[config.mk]
export PLATFORM = sky130hd
export DESIGN_NAME = regfile_writeback_flat
export DESIGN_NICKNAME = d
export VERILOG_FILES = /design/src/rtl/wb_pkg.sv /design/src/rtl/regfile_writeback_if.sv /design/src/rtl/wb_queue.sv /design/src/rtl/regfile_writeback.sv /design/src/flat_wrapper.sv
export SDC_FILE = /design/constraint.sdc
export NUM_CORES = 1
export LEC_CHECK = 0
export BUFFER_PORTS_ARGS = -buffer_cell sky130_fd_sc_hd__buf_4
export CAP_MARGIN = 20
export CORE_ASPECT_RATIO = 1.25
export CORE_MARGIN = 1.5
export CORE_UTILIZATION = 36
export DETAILED_ROUTE_END_ITERATION = 16
export HOLD_SLACK_MARGIN = 0.05
export PLACE_DENSITY_LB_ADDON = 0.12
export SKIP_CTS_REPAIR_TIMING = 1
export SYNTH_ARGS = -nofsm -noshare
export SYNTH_HDL_FRONTEND = slang
export SYNTH_HIERARCHICAL = 1
export SYNTH_SLANG_ARGS = --single-unit
[constraint.sdc]
create_clock -name Clock -period 5.24 [get_ports Clock]
set_input_delay 0.262 -clock Clock [delete_from_list [all_inputs] [get_ports Clock]]
set_output_delay 0.262 -clock Clock [all_outputs]
set_load 0.01 [all_outputs]
[src/rtl/wb_pkg.sv]
`default_nettype none
// +----------------------------------------------------------------------+
// | wb_pkg : shared widths and queue entry type for the write-back path  |
// | Rev 1.0                                                              |
// +----------------------------------------------------------------------+
package wb_pkg;

   localparam int REG_ADDR_W = 5;
   localparam int DATA_W     = 32;
   localparam int NUM_REGS   = 32;
   localparam logic [REG_ADDR_W-1:0] ZERO_REG = 5'd0;

   typedef struct packed {
      logic                  valid;
      logic [REG_ADDR_W-1:0] addr;
      logic [DATA_W-1:0]     data;
   } wb_entry_t;

endpackage
`default_nettype wire

[src/rtl/regfile_writeback_if.sv]
`default_nettype none
// +----------------------------------------------------------------------+
// | regfile_writeback_if : ALU / mul-div result and reg-file write bus   |
// | Rev 1.0                                                              |
// +----------------------------------------------------------------------+
interface regfile_writeback_if #(
   parameter int DEPTH = 4
);
   import wb_pkg::*;

   logic                       AluValid;
   logic [REG_ADDR_W-1:0]      AluAddr;
   logic [DATA_W-1:0]          AluData;
   logic                       MdValid;
   logic                       MdReady;
   logic [REG_ADDR_W-1:0]      MdAddr;
   logic [DATA_W-1:0]          MdData;
   logic [REG_ADDR_W-1:0]      WriteAddr;
   logic [DATA_W-1:0]          WriteData;
   logic                       RegWrite;
   logic [NUM_REGS-1:0]        Pending;
   logic [$clog2(DEPTH):0]     Count;

   modport master (
      output AluValid, AluAddr, AluData, MdValid, MdAddr, MdData,
      input  MdReady, WriteAddr, WriteData, RegWrite, Pending, Count
   );

   modport slave (
      input  AluValid, AluAddr, AluData, MdValid, MdAddr, MdData,
      output MdReady, WriteAddr, WriteData, RegWrite, Pending, Count
   );

endinterface
`default_nettype wire

[src/rtl/wb_queue.sv]
`default_nettype none
// +----------------------------------------------------------------------+
// | wb_queue : in-order mul/div result queue with per-address cancel     |
// | Rev 1.0                                                              |
// +----------------------------------------------------------------------+
module wb_queue
   import wb_pkg::*;
#(
   parameter  int DEPTH = 4,
   localparam int PTR_W = $clog2(DEPTH),
   localparam int CNT_W = PTR_W + 1
) (
   input  wire logic                  Clock,
   input  wire logic                  Reset,
   input  wire logic                  i_push,
   input  wire wb_entry_t             i_push_entry,
   input  wire logic                  i_pop,
   input  wire logic                  i_cancel_en,
   input  wire logic [REG_ADDR_W-1:0] i_cancel_addr,
   output wb_entry_t                  o_head,
   output logic [CNT_W-1:0]           o_count,
   output logic [NUM_REGS-1:0]        o_pending
);

   wb_entry_t          r_mem [DEPTH];
   logic [PTR_W-1:0]   r_rd;
   logic [PTR_W-1:0]   r_wr;
   logic [CNT_W-1:0]   r_count;
   logic [NUM_REGS-1:0] w_pending;

   // The push write comes last so a same-cycle entry is never cancelled.
   always_ff @(posedge Clock or posedge Reset) begin
      if (Reset) begin
         for (int i = 0; i < DEPTH; i++) r_mem[i] <= '0;
         r_rd    <= '0;
         r_wr    <= '0;
         r_count <= '0;
      end else begin
         for (int i = 0; i < DEPTH; i++) begin
            if (i_cancel_en && r_mem[i].valid && (r_mem[i].addr == i_cancel_addr))
               r_mem[i].valid <= 1'b0;
         end
         if (i_pop) begin
            r_mem[r_rd].valid <= 1'b0;
            r_rd              <= r_rd + PTR_W'(1);
         end
         if (i_push) begin
            r_mem[r_wr] <= i_push_entry;
            r_wr        <= r_wr + PTR_W'(1);
         end
         case ({i_push, i_pop})
            2'b10:   r_count <= r_count + CNT_W'(1);
            2'b01:   r_count <= r_count - CNT_W'(1);
            default: r_count <= r_count;
         endcase
      end
   end

   always_comb begin
      w_pending = '0;
      for (int i = 0; i < DEPTH; i++) begin
         if (r_mem[i].valid) w_pending[r_mem[i].addr] = 1'b1;
      end
      w_pending[0] = 1'b0;
   end

   assign o_head    = r_mem[r_rd];
   assign o_count   = r_count;
   assign o_pending = w_pending;

endmodule
`default_nettype wire

[src/rtl/regfile_writeback.sv]
`default_nettype none
// +----------------------------------------------------------------------+
// | regfile_writeback : arbitrates ALU and queued mul/div results into   |
// | one registered register-file write per cycle.  Rev 1.0               |
// +----------------------------------------------------------------------+
module regfile_writeback
   import wb_pkg::*;
#(
   parameter  int DEPTH = 4,
   localparam int CNT_W = $clog2(DEPTH) + 1
) (
   input  wire logic         Clock,
   input  wire logic         Reset,
   regfile_writeback_if.slave bus
);

   wb_entry_t               w_head;
   wb_entry_t               w_push_entry;
   logic [CNT_W-1:0]        w_count;
   logic [NUM_REGS-1:0]     w_pending;
   logic                    w_alu_act;
   logic                    w_pop;
   logic                    w_head_wr;
   logic                    w_md_ready;
   logic                    w_push;

   logic                    r_reg_write;
   logic [REG_ADDR_W-1:0]   r_write_addr;
   logic [DATA_W-1:0]       r_write_data;

   // A write to r0 is treated as no ALU result at all, letting the queue drain.
   assign w_alu_act  = bus.AluValid && (bus.AluAddr != ZERO_REG);
   assign w_pop      = !w_alu_act && (w_count != '0);
   assign w_head_wr  = w_pop && w_head.valid;
   assign w_md_ready = !Reset && (w_count < CNT_W'(DEPTH));
   assign w_push     = bus.MdValid && w_md_ready && (bus.MdAddr != ZERO_REG);

   assign w_push_entry = '{valid: 1'b1, addr: bus.MdAddr, data: bus.MdData};

   wb_queue #(
      .DEPTH (DEPTH)
   ) u_queue (
      .Clock         (Clock),
      .Reset         (Reset),
      .i_push        (w_push),
      .i_push_entry  (w_push_entry),
      .i_pop         (w_pop),
      .i_cancel_en   (w_alu_act),
      .i_cancel_addr (bus.AluAddr),
      .o_head        (w_head),
      .o_count       (w_count),
      .o_pending     (w_pending)
   );

   always_ff @(posedge Clock or posedge Reset) begin
      if (Reset) begin
         r_reg_write  <= 1'b0;
         r_write_addr <= '0;
         r_write_data <= '0;
      end else begin
         r_reg_write <= w_alu_act || w_head_wr;
         if (w_alu_act) begin
            r_write_addr <= bus.AluAddr;
            r_write_data <= bus.AluData;
         end else if (w_head_wr) begin
            r_write_addr <= w_head.addr;
            r_write_data <= w_head.data;
         end
      end
   end

   assign bus.MdReady   = w_md_ready;
   assign bus.RegWrite  = r_reg_write;
   assign bus.WriteAddr = r_write_addr;
   assign bus.WriteData = r_write_data;
   assign bus.Pending   = w_pending;
   assign bus.Count     = w_count;

endmodule
`default_nettype wire

[src/flat_wrapper.sv]
// flat-port wrapper written by rule: the top's interface ports become plain ports
module regfile_writeback_flat import wb_pkg::*;
#(
   parameter  int DEPTH = 4,
   localparam int CNT_W = $clog2(DEPTH) + 1
)
  (Clock, Reset, bus_AluValid, bus_AluAddr, bus_AluData, bus_MdValid, bus_MdAddr, bus_MdData, bus_MdReady, bus_WriteAddr, bus_WriteData, bus_RegWrite, bus_Pending, bus_Count);
  regfile_writeback_if #(.DEPTH(DEPTH)) bus_i ();
  input  wire logic Clock;
  input  wire logic Reset;
  input wire logic [$bits(bus_i.AluValid)-1:0] bus_AluValid;
  input wire logic [$bits(bus_i.AluAddr)-1:0] bus_AluAddr;
  input wire logic [$bits(bus_i.AluData)-1:0] bus_AluData;
  input wire logic [$bits(bus_i.MdValid)-1:0] bus_MdValid;
  input wire logic [$bits(bus_i.MdAddr)-1:0] bus_MdAddr;
  input wire logic [$bits(bus_i.MdData)-1:0] bus_MdData;
  output wire logic [$bits(bus_i.MdReady)-1:0] bus_MdReady;
  output wire logic [$bits(bus_i.WriteAddr)-1:0] bus_WriteAddr;
  output wire logic [$bits(bus_i.WriteData)-1:0] bus_WriteData;
  output wire logic [$bits(bus_i.RegWrite)-1:0] bus_RegWrite;
  output wire logic [$bits(bus_i.Pending)-1:0] bus_Pending;
  output wire logic [$bits(bus_i.Count)-1:0] bus_Count;
  assign bus_i.AluValid = bus_AluValid;
  assign bus_i.AluAddr = bus_AluAddr;
  assign bus_i.AluData = bus_AluData;
  assign bus_i.MdValid = bus_MdValid;
  assign bus_i.MdAddr = bus_MdAddr;
  assign bus_i.MdData = bus_MdData;
  assign bus_MdReady = bus_i.MdReady;
  assign bus_WriteAddr = bus_i.WriteAddr;
  assign bus_WriteData = bus_i.WriteData;
  assign bus_RegWrite = bus_i.RegWrite;
  assign bus_Pending = bus_i.Pending;
  assign bus_Count = bus_i.Count;
  regfile_writeback #(.DEPTH(DEPTH)) u_core (.Clock(Clock), .Reset(Reset), .bus(bus_i));
endmodule
==> results of run 1 <==
==> critical path, stage by stage <==
cell,delay [ps]
buf_4,140
or4_4,550
o21ai_4,130
buf_4,480
inv_2,210
nor2_1,460
ha_1,280
inv_1,60
fa_1,380
xor2_1,150
nor2_1,120
xor2_1,150
==> area by class of cell <==
type | count | area (um2)
clock inverter | 15 | 146.4
inverter | 11 | 46.29
sequential | 197 | 4932
timing repair buffer | 191 | 1544
tap | 350 | 437.9
multi-input combinational | 464 | 4938
clock buffer | 17 | 425.4
fill | 2509 | 15350
==> routing by layer <==
metal | global-route usage | wire [um] | share of wire | vias to the layer above
met5 | 0 | 0 | 0 | -
met4 | 0.06759 | 606 | 0.022 | 0
li1 | - | - | - | 3046
met1 | 0.2210 | 10880 | 0.40 | 3605
met2 | 0.3477 | 14430 | 0.53 | 223
met3 | 0.03858 | 1111 | 0.041 | 36
==> cells by family (layout without fill, tap and decap cells) <==
kind of cell	count (synthesis)	in the layout	share of synthesized area
mux	256	256	0.3282
flops	197	197	0.4811
simple gates	88	88	0.05446
compound gates	80	80	0.06130
buf+inv	70	234	0.03981
xor+xnor	25	25	0.02137
fa+ha+maj	10	10	0.01294
other cells	2	5	0.0007330
==> cells in the final DEF, fill, tap and decap left out, drive strengths merged, types with 6 or more instances in the layout <==
cell type | synthesis | routed
and4b | 6 | 6
clkbuf | 12 | 17
o21ai | 8 | 8
mux2 | 212 | 212
inv | 11 | 17
o221ai | 31 | 31
mux4 | 38 | 38
and4bb | 6 | 6
mux2i | 6 | 6
buf | 47 | 160
dlygate4sd3 | 0 | 31
dfrtp | 197 | 197
nand2 | 25 | 25
a22oi | 31 | 31
xor2 | 20 | 20
ha | 9 | 9
nand3 | 8 | 8
nor2 | 8 | 8
nor2b | 10 | 10
==> power by group <==
group	switching (mW)	internal, mW
Clock	0.613	0.669
Sequential	0.606	2.24
Combinational	1.24	1.69
Total	2.46	4.60
==> state kept, by name, indices dropped and copies added (netlist names) <==
signal                  cells
u_core/bus.WriteData       32
u_core/u_queue/r_rd         2
u_core/u_queue/r_wr         2
u_core/u_queue/o_count      3
u_core/u_queue/r_mem      152
u_core/bus.RegWrite         1
u_core/bus.WriteAddr        5
==> how the worst max path moves through the flow <==
stage | from | end | slack (ps) | cells past startpoint
6_report | bus_AluAddr[1] | u_core/u_queue/o_count[2]$_DFFE_PP0P_ | 2190 | 12
5_1_grt | bus_AluAddr[1] | u_core/u_queue/o_count[2]$_DFFE_PP0P_ | 2040 | 12
4_1_cts | u_core/u_queue/o_count[2]$_DFFE_PP0P_ | u_core/u_queue/r_mem[5]$_DFFE_PP0P_ | 2040 | 6
3_5_place_dp | bus_AluAddr[1] | u_core/u_queue/o_count[2]$_DFFE_PP0P_ | 1790 | 12
3_3_place_gp | bus_AluAddr[1] | u_core/u_queue/o_count[2]$_DFFE_PP0P_ | 1830 | 12
2_1_floorplan | Reset | u_core/u_queue/o_count[0]$_DFFE_PP0P_ | 690 | 1
==> metrics by stage <==
step,std cells,cell area (um2),hold slack [ps],utilization
after floorplan,731,10260,384.5,-
after global placement,1179,11530,479.7,0.4146
after detailed placement,1179,11530,487.4,0.4146
after CTS,1211,12110,23.97,0.4351
after global routing,1245,12470,52.21,0.4482
final,1245,12470,61.64,0.4482
==> flow_summary.yaml, run 1 <==
placement:
  place_congestion: 0.8854
  hpwlAfterDp_um: 18500
  place_ws_ps: 1791
  port_buffers: 150
worst_setup_path:
  timing.rr.end: "u_core/bus.WriteData[6]$_DFFE_PP0P_"
  arrival_ps: 3400
  endpoint_kind: "flip-flop"
  crit_path_start_kind: "input pin"
  required_ps: 5590
  r2r_cells: 5
  worst-setup-path-type: "in2reg"
  r2r_start: "u_core/u_queue/r_mem[113]$_DFF_PP0_"
  r2r_setup_slack_ps: 2820
  worst-path-max-fanout: 34
clocking:
  cts_max_level: 4
  cts_sinks: 197
  cts_tree: "yes"
  cts_made_buffers: 17
  clkTransAtPathRegs_ps: 70
  clk_latency_ps: 440
  cts_root_buf: "clkbuf_16"
  clockBufferDepth: 2
sta:
  grt_setup_unrepaired: "false"
  setup_tns_ps: 0
  post-route-period-util: 0.5812
  finalWorstSetupSlack_ps: 2195
  final.setup_skew_ps: 13.72
  drv_slew: 0
  relSlewSlack: 0.4174
  max_freq_ghz: 0.3284
  min_period_ps: 3045
  hold_violations: 0
  worst_pin_slew_ps: 873.9
  setup_viol: 0
yosys:
  yosys_most_used_dff: "dfrtp_1"
  synth.top_cell.area_share: 0.4811
  synth_top_area_cell: "dfrtp_1"
  ys_warn_count: 6
  yosysMostFrequentCell: "dfrtp_1"
  synth_edf_count: 0
  synthCells: 728
  synth_commonest_cells: "197 x dfrtp_1, 196 x mux2_2, 38 x mux4_2"
  yosys-top-cells-area: "dfrtp_1 48%, mux2_2 22%, mux4_2 8.4%"
  synth_area_um2: 10250
  yosysSeqAreaShare: 0.4811
  avgSynthCellArea_um2: 14.07
  async_reset_ff_frac: 1.000
  synth_seq_cells: 197
  synth_cell_types: 45
floorplan:
  die_y_um: 191.6
  io_pins: 152
  rows: 68
  design.core.area_um2: 27820
  dieArea_um2: 29490
  initial_core_util: 0.3683
  die_w_um: 153.9
power:
  peakVddDrop_mv: 0.2924
  power_mw: 7.060
  leakage_nw: 5.507
  power_density_nw_per_um2: 566.1
routing:
  via_per_inst: 5.550
  vias: 6910
  first_pass_iters: 5
  drt_iter0_drc: 255
  drc: 0
  wl_um: 27030
  antenna_left: 0
  routedWlPerCell_um: 21.71
grt:
  grtUsageTotal: 0.1904
  antenna_found_initial: 0
  grt_remaining_overflow: 0
  grt_max_degree: 93
  grt_pass1_wl_um: 42840
  grt_pass1_vias: 7426
worst_hold_path:
  min_to: "u_core/bus.WriteData[22]$_DFFE_PP0P_"
  min_path_cells: 2
  hold_class: "in2reg"
  worst_hold_startpoint: "bus_AluData[22]"
outcome:
  outcome: "completed"
finish:
  area_growth_pct: 21.71
  layout-drive-gt1-share: 0.5184
  fin_nets: 970
  diodes: 0
job:
  maxCapViolations: 0
Power figures use the tool's default switching activity.
==> run 2: changes to the inputs <==
Clock period 5.24 ns to 2.5 ns, I/O delays scaled along.
==> flow_summary.yaml, run 2 (synthesized netlist as in run 1, its figures left out) <==
finish:
  num-fill-cells: 2462
  regMostFlops: "u_core/u_queue/r_mem"
  area_growth_pct: 29.54
  final_core_util: 0.4771
  fin_nets: 1035
  ff_latch_area_um2: 4932
  multi_input_area_um2: 4938
  layout-drive-gt1-share: 0.5000
  largest_register_ffs: 152
  mostFrequentLayoutCell: "mux2_2"
  final_cell_mix: "196 x mux2_2, 195 x dfrtp_1, 165 x buf_4"
routing:
  drt_iter0_drc: 329
  vias: 7139
  routedWlPerCell_um: 21.61
  drc: 0
  first_pass_iters: 5
  wl_um: 28330
  via_per_inst: 5.445
  antenna_left: 0
worst_setup_path:
  worst-setup-path-type: "reg2out"
  endpoint_kind: "output port"
  arrival_ps: 2280
  path_buf_inv: 1
  crit_chain: "nor2b_1 > a22oi_1 > o221ai_1 > buf_4"
  required_ps: 2380
  max_stage_delay_ps: 760
  r2r_setup_slack_ps: 330
  crit_path_start_kind: "flip-flop"
  crit_family: "simple AND/OR/NAND/NOR gates"
  worst-path-max-fanout: 8
  critPathSlowestCell: "nor2b_1"
clocking:
  cts_tree: "yes"
  cts_made_buffers: 17
  clk_latency_ps: 440
  cts_max_level: 4
  clkTransAtPathRegs_ps: 80
  clockBufferDepth: 2
  cts_sinks: 197
  cts_root_buf: "clkbuf_16"
sta:
  worst_pin_slew_ps: 891.2
  post-route-period-util: 0.9619
  finalWorstSetupSlack_ps: 95.25
  drv_slew: 0
  max_freq_ghz: 0.4158
  relSlewSlack: 0.4047
  final.setup_skew_ps: 13.88
  hold_violations: 0
  grt_setup_unrepaired: "false"
  setup_viol: 0
  min_period_ps: 2405
  whs_ps: 219.3
  setup_tns_ps: 0
power:
  seq_power_share: 0.381
  p_sw_mw: 5.301
  power_density_nw_per_um2: 1167
  leakage_nw: 5.864
  intPower_mw: 10.19
  p_comb_frac: 0.424
  switching_share: 0.3422
  peakVddDrop_mv: 0.6279
  clkPwrFrac: 0.195
placement:
  place_ws_ps: 118.2
  port_buffers: 150
  place_congestion: 0.9163
  hpwlAfterDp_um: 19600
floorplan:
  die_y_um: 191.6
  design.core.area_um2: 27820
  io_pins: 152
  die_w_um: 153.9
  rows: 68
  dieArea_um2: 29490
  initial_core_util: 0.3683
grt:
  grt_pass1_vias: 7576
  grt_remaining_overflow: 0
  grt_pass1_wl_um: 43740
  grtUsageTotal: 0.1967
  grt_max_degree: 97
  antenna_found_initial: 1
outcome:
  outcome: "completed"
job:
  maxCapViolations: 0
worst_hold_path:
  hold_class: "in2reg"
[run 2: changes by cell type in the layout (fill, tap and decap cells not counted), sizes merged]
cell / delta
buf: +16
bufinv: +3
clkbuf: +1
clkinv: -2
inv: -2
dlygate4sd3: +49
diode: +1
[run 2: routing by layer]
layer  vias up  share of wire  global-route usage
li1       3178              -                   -
met1      3689           0.40              0.2281
met2       225           0.53              0.3592
met3        47          0.038             0.03565
met4         0          0.026             0.07767
met5         -              0                   0
[run 2: worst paths after layout]
path	depth (start not counted)	to	start
worst min-delay path	5	u_core/bus.WriteAddr[0]$_DFFE_PP0P_	bus_AluValid
worst min register to register	1	u_core/u_queue/r_mem[21]$_DFFE_PP0P_	u_core/u_queue/r_mem[21]$_DFFE_PP0P_
max in group asynchronous	4	u_core/u_queue/r_mem[132]$_DFFE_PP0P_	Reset
min in group asynchronous	3	u_core/bus.WriteAddr[1]$_DFFE_PP0P_	Reset
worst max register to register	4	u_core/bus.WriteData[26]$_DFFE_PP0P_	u_core/u_queue/o_count[2]$_DFFE_PP0P_
worst max-delay path	4	bus_Pending[18]	u_core/u_queue/r_mem[71]$_DFFE_PP0P_
[run 2: cell type report]
type,count,share of cell area
clock buffer,18,0.03309
multi-input combinational,464,0.3721
sequential,197,0.3716
tap,350,0.03299
antenna,1,0.0001885
clock inverter,14,0.01640
inverter,11,0.003394
timing repair buffer,256,0.1702
[run 2: worst reg2reg max path, stage by stage (launching register included)]
cell,delay (ps)
dfrtp_1,460
o31ai_4,730
buf_12,250
mux2_2,350
mux2_2,270
[run 2: power groups by stage]
stage               clock network (mW)  registers, mW  logic, mW
floorplan                            0           5.52       4.62
global route                      3.27           6.11       7.05
CTS                               3.12           5.90       6.55
global placement                     0           5.81       6.37
detailed placement                   0           5.96       6.53
finish                            3.02           5.90       6.57
[run 2: stage by stage]
stage	area (um2)	total power, mW	cells
6_report	13270	15.49	1311
5_1_grt	13270	16.43	1311
4_1_cts	12450	15.56	1229
3_5_place_dp	11790	12.49	1197
3_3_place_gp	11790	12.17	1197
2_1_floorplan	10260	10.14	731
==> run 3: changes to the inputs <==
Settings changed: PLACE_DENSITY_LB_ADDON 0.12 to unset.
==> flow_summary.yaml, run 3 (synthesized netlist as in run 1, its figures left out) <==
outcome:
  outcome: "completed"
sta:
  setup_viol: 0
  drv_slew: 0
  setup_tns_ps: 0
  grt_setup_unrepaired: "false"
  hold_violations: 0
  final.setup_skew_ps: 7.353
  finalWorstSetupSlack_ps: 177.6
  post-route-period-util: 0.9289
  max_freq_ghz: 0.4306
  relSlewSlack: 0.3329
  worst_pin_slew_ps: 999.1
  min_period_ps: 2322
grt:
  grtUsageTotal: 0.1777
  antenna_found_initial: 0
  grt_max_degree: 65
  grt_pass1_vias: 7036
  grt_remaining_overflow: 0
  grt_pass1_wl_um: 40050
finish:
  largest_register_ffs: 152
  fin_nets: 1032
  diodes: 0
  layout-drive-gt1-share: 0.5005
  regMostFlops: "u_core/u_queue/r_mem"
  mostFrequentLayoutCell: "mux2_2"
  final_cell_mix: "196 x mux2_2, 195 x dfrtp_1, 168 x buf_4"
  final_core_util: 0.4715
  area_growth_pct: 28.03
power:
  p_comb_frac: 0.426
  power_density_nw_per_um2: 1138
  switching_share: 0.3402
  p_sw_mw: 5.077
  peakVddDrop_mv: 0.4881
  seq_power_share: 0.392
  leakage_nw: 5.791
  clkPwrFrac: 0.182
  intPower_mw: 9.847
clocking:
  cts_tree: "yes"
  cts_sinks: 197
  cts_root_buf: "clkbuf_16"
  cts_max_level: 4
  cts_made_buffers: 17
  clockBufferDepth: 2
  clkTransAtPathRegs_ps: 70
  clk_latency_ps: 440
job:
  maxCapViolations: 0
routing:
  drc: 0
  vias: 7033
  routedWlPerCell_um: 19.94
  first_pass_iters: 5
  via_per_inst: 5.381
  wl_um: 26060
  drt_iter0_drc: 376
  antenna_left: 0
worst_setup_path:
  arrival_ps: 2680
  crit_path_start_kind: "input pin"
  required_ps: 2860
  r2r_setup_slack_ps: 230
  endpoint_kind: "flip-flop"
  path_buf_inv: 4
  crit_family: "buffers and inverters"
  critPathSlowestCell: "dlygate4sd3_1"
  crit_chain: "dlygate4sd3_1 > buf_4 > or4_4 > o21ai_4 > inv_2 > nor2_1 > ha_1 > inv_1 > fa_1 > xor2_1 > nor2_1 > xor2_1"
  worst-path-max-fanout: 6
  max_stage_delay_ps: 540
  worst-setup-path-type: "in2reg"
floorplan:
  dieArea_um2: 29490
  die_y_um: 191.6
  io_pins: 152
  design.core.area_um2: 27820
  rows: 68
  initial_core_util: 0.3683
  die_w_um: 153.9
worst_hold_path:
  hold_class: "in2async"
placement:
  port_buffers: 150
  place_congestion: 0.8355
  place_ws_ps: 187.1
  hpwlAfterDp_um: 17460
run 3: cell count changes in the layout (fill, tap and decap cells not counted), moves of 2 or more:
cell and delta:
buf_12 -4, buf_4 +3, bufinv_16 -3, clkinv_4 +3, dlygate4sd3_1 -2
run 3: stage by stage:
step / total power, mW / hold slack [ps] / std cells / area [um2]
after global routing: 15.82 / 188.0 / 1307 / 13120
final: 14.92 / 197.9 / 1307 / 13120
after CTS: 14.97 / -392.1 / 1229 / 12340
after global placement: 12.06 / 83.58 / 1197 / 11760
after detailed placement: 12.20 / 83.19 / 1197 / 11760
after floorplan: 10.14 / 247.5 / 731 / 10260
run 3: path summary, 6_finish.rpt:
kind                                                       start                                     to  depth (start not counted)
max                                               bus_AluAddr[2]  u_core/u_queue/o_count[2]$_DFFE_PP0P_                         12
min                                                        Reset  u_core/u_queue/r_mem[110]$_DFFE_PP0P_                          3
max reg2reg                u_core/u_queue/o_count[2]$_DFFE_PP0P_   u_core/bus.WriteData[29]$_DFFE_PP0P_                          4
min reg2reg                 u_core/u_queue/r_mem[48]$_DFFE_PP0P_   u_core/u_queue/r_mem[48]$_DFFE_PP0P_                          1
max in group asynchronous                                  Reset   u_core/u_queue/r_mem[21]$_DFFE_PP0P_                          4
min in group Clock                                bus_AluAddr[3]    u_core/u_queue/r_mem[151]$_DFF_PP0_                          4
run 3: per-layer routing:
layer  vias up  share of wire  track usage
met5         -              0            0
met4         0          0.015      0.05713
met3        31          0.037      0.03452
met2       186           0.53       0.3153
met1      3656           0.42       0.2174
li1       3160              -            -
run 3: area by class of cell:
class	instances	area, um2
clock buffers	18	439.2
repair buffers	253	2182
multi-input cells	464	4938
inverters	11	45.04
fillers	2461	14700
clock inverters	14	142.6
well taps	350	437.9
flip-flops and latches	197	4932
run 3: worst register-to-register path, stage by stage, from the launching register on:
cell	delay, ps
dfrtp_1	460
o31ai_4	850
buf_12	240
mux2_2	340
mux2_2	260
run 3: power groups by stage:
stage	clock [mW]	combinational (mW)	sequential, mW
2_1_floorplan	0	4.62	5.52
3_5_place_dp	0	6.31	5.89
3_3_place_gp	0	6.22	5.83
4_1_cts	2.80	6.33	5.84
6_report	2.71	6.36	5.85
5_1_grt	2.90	6.86	6.06
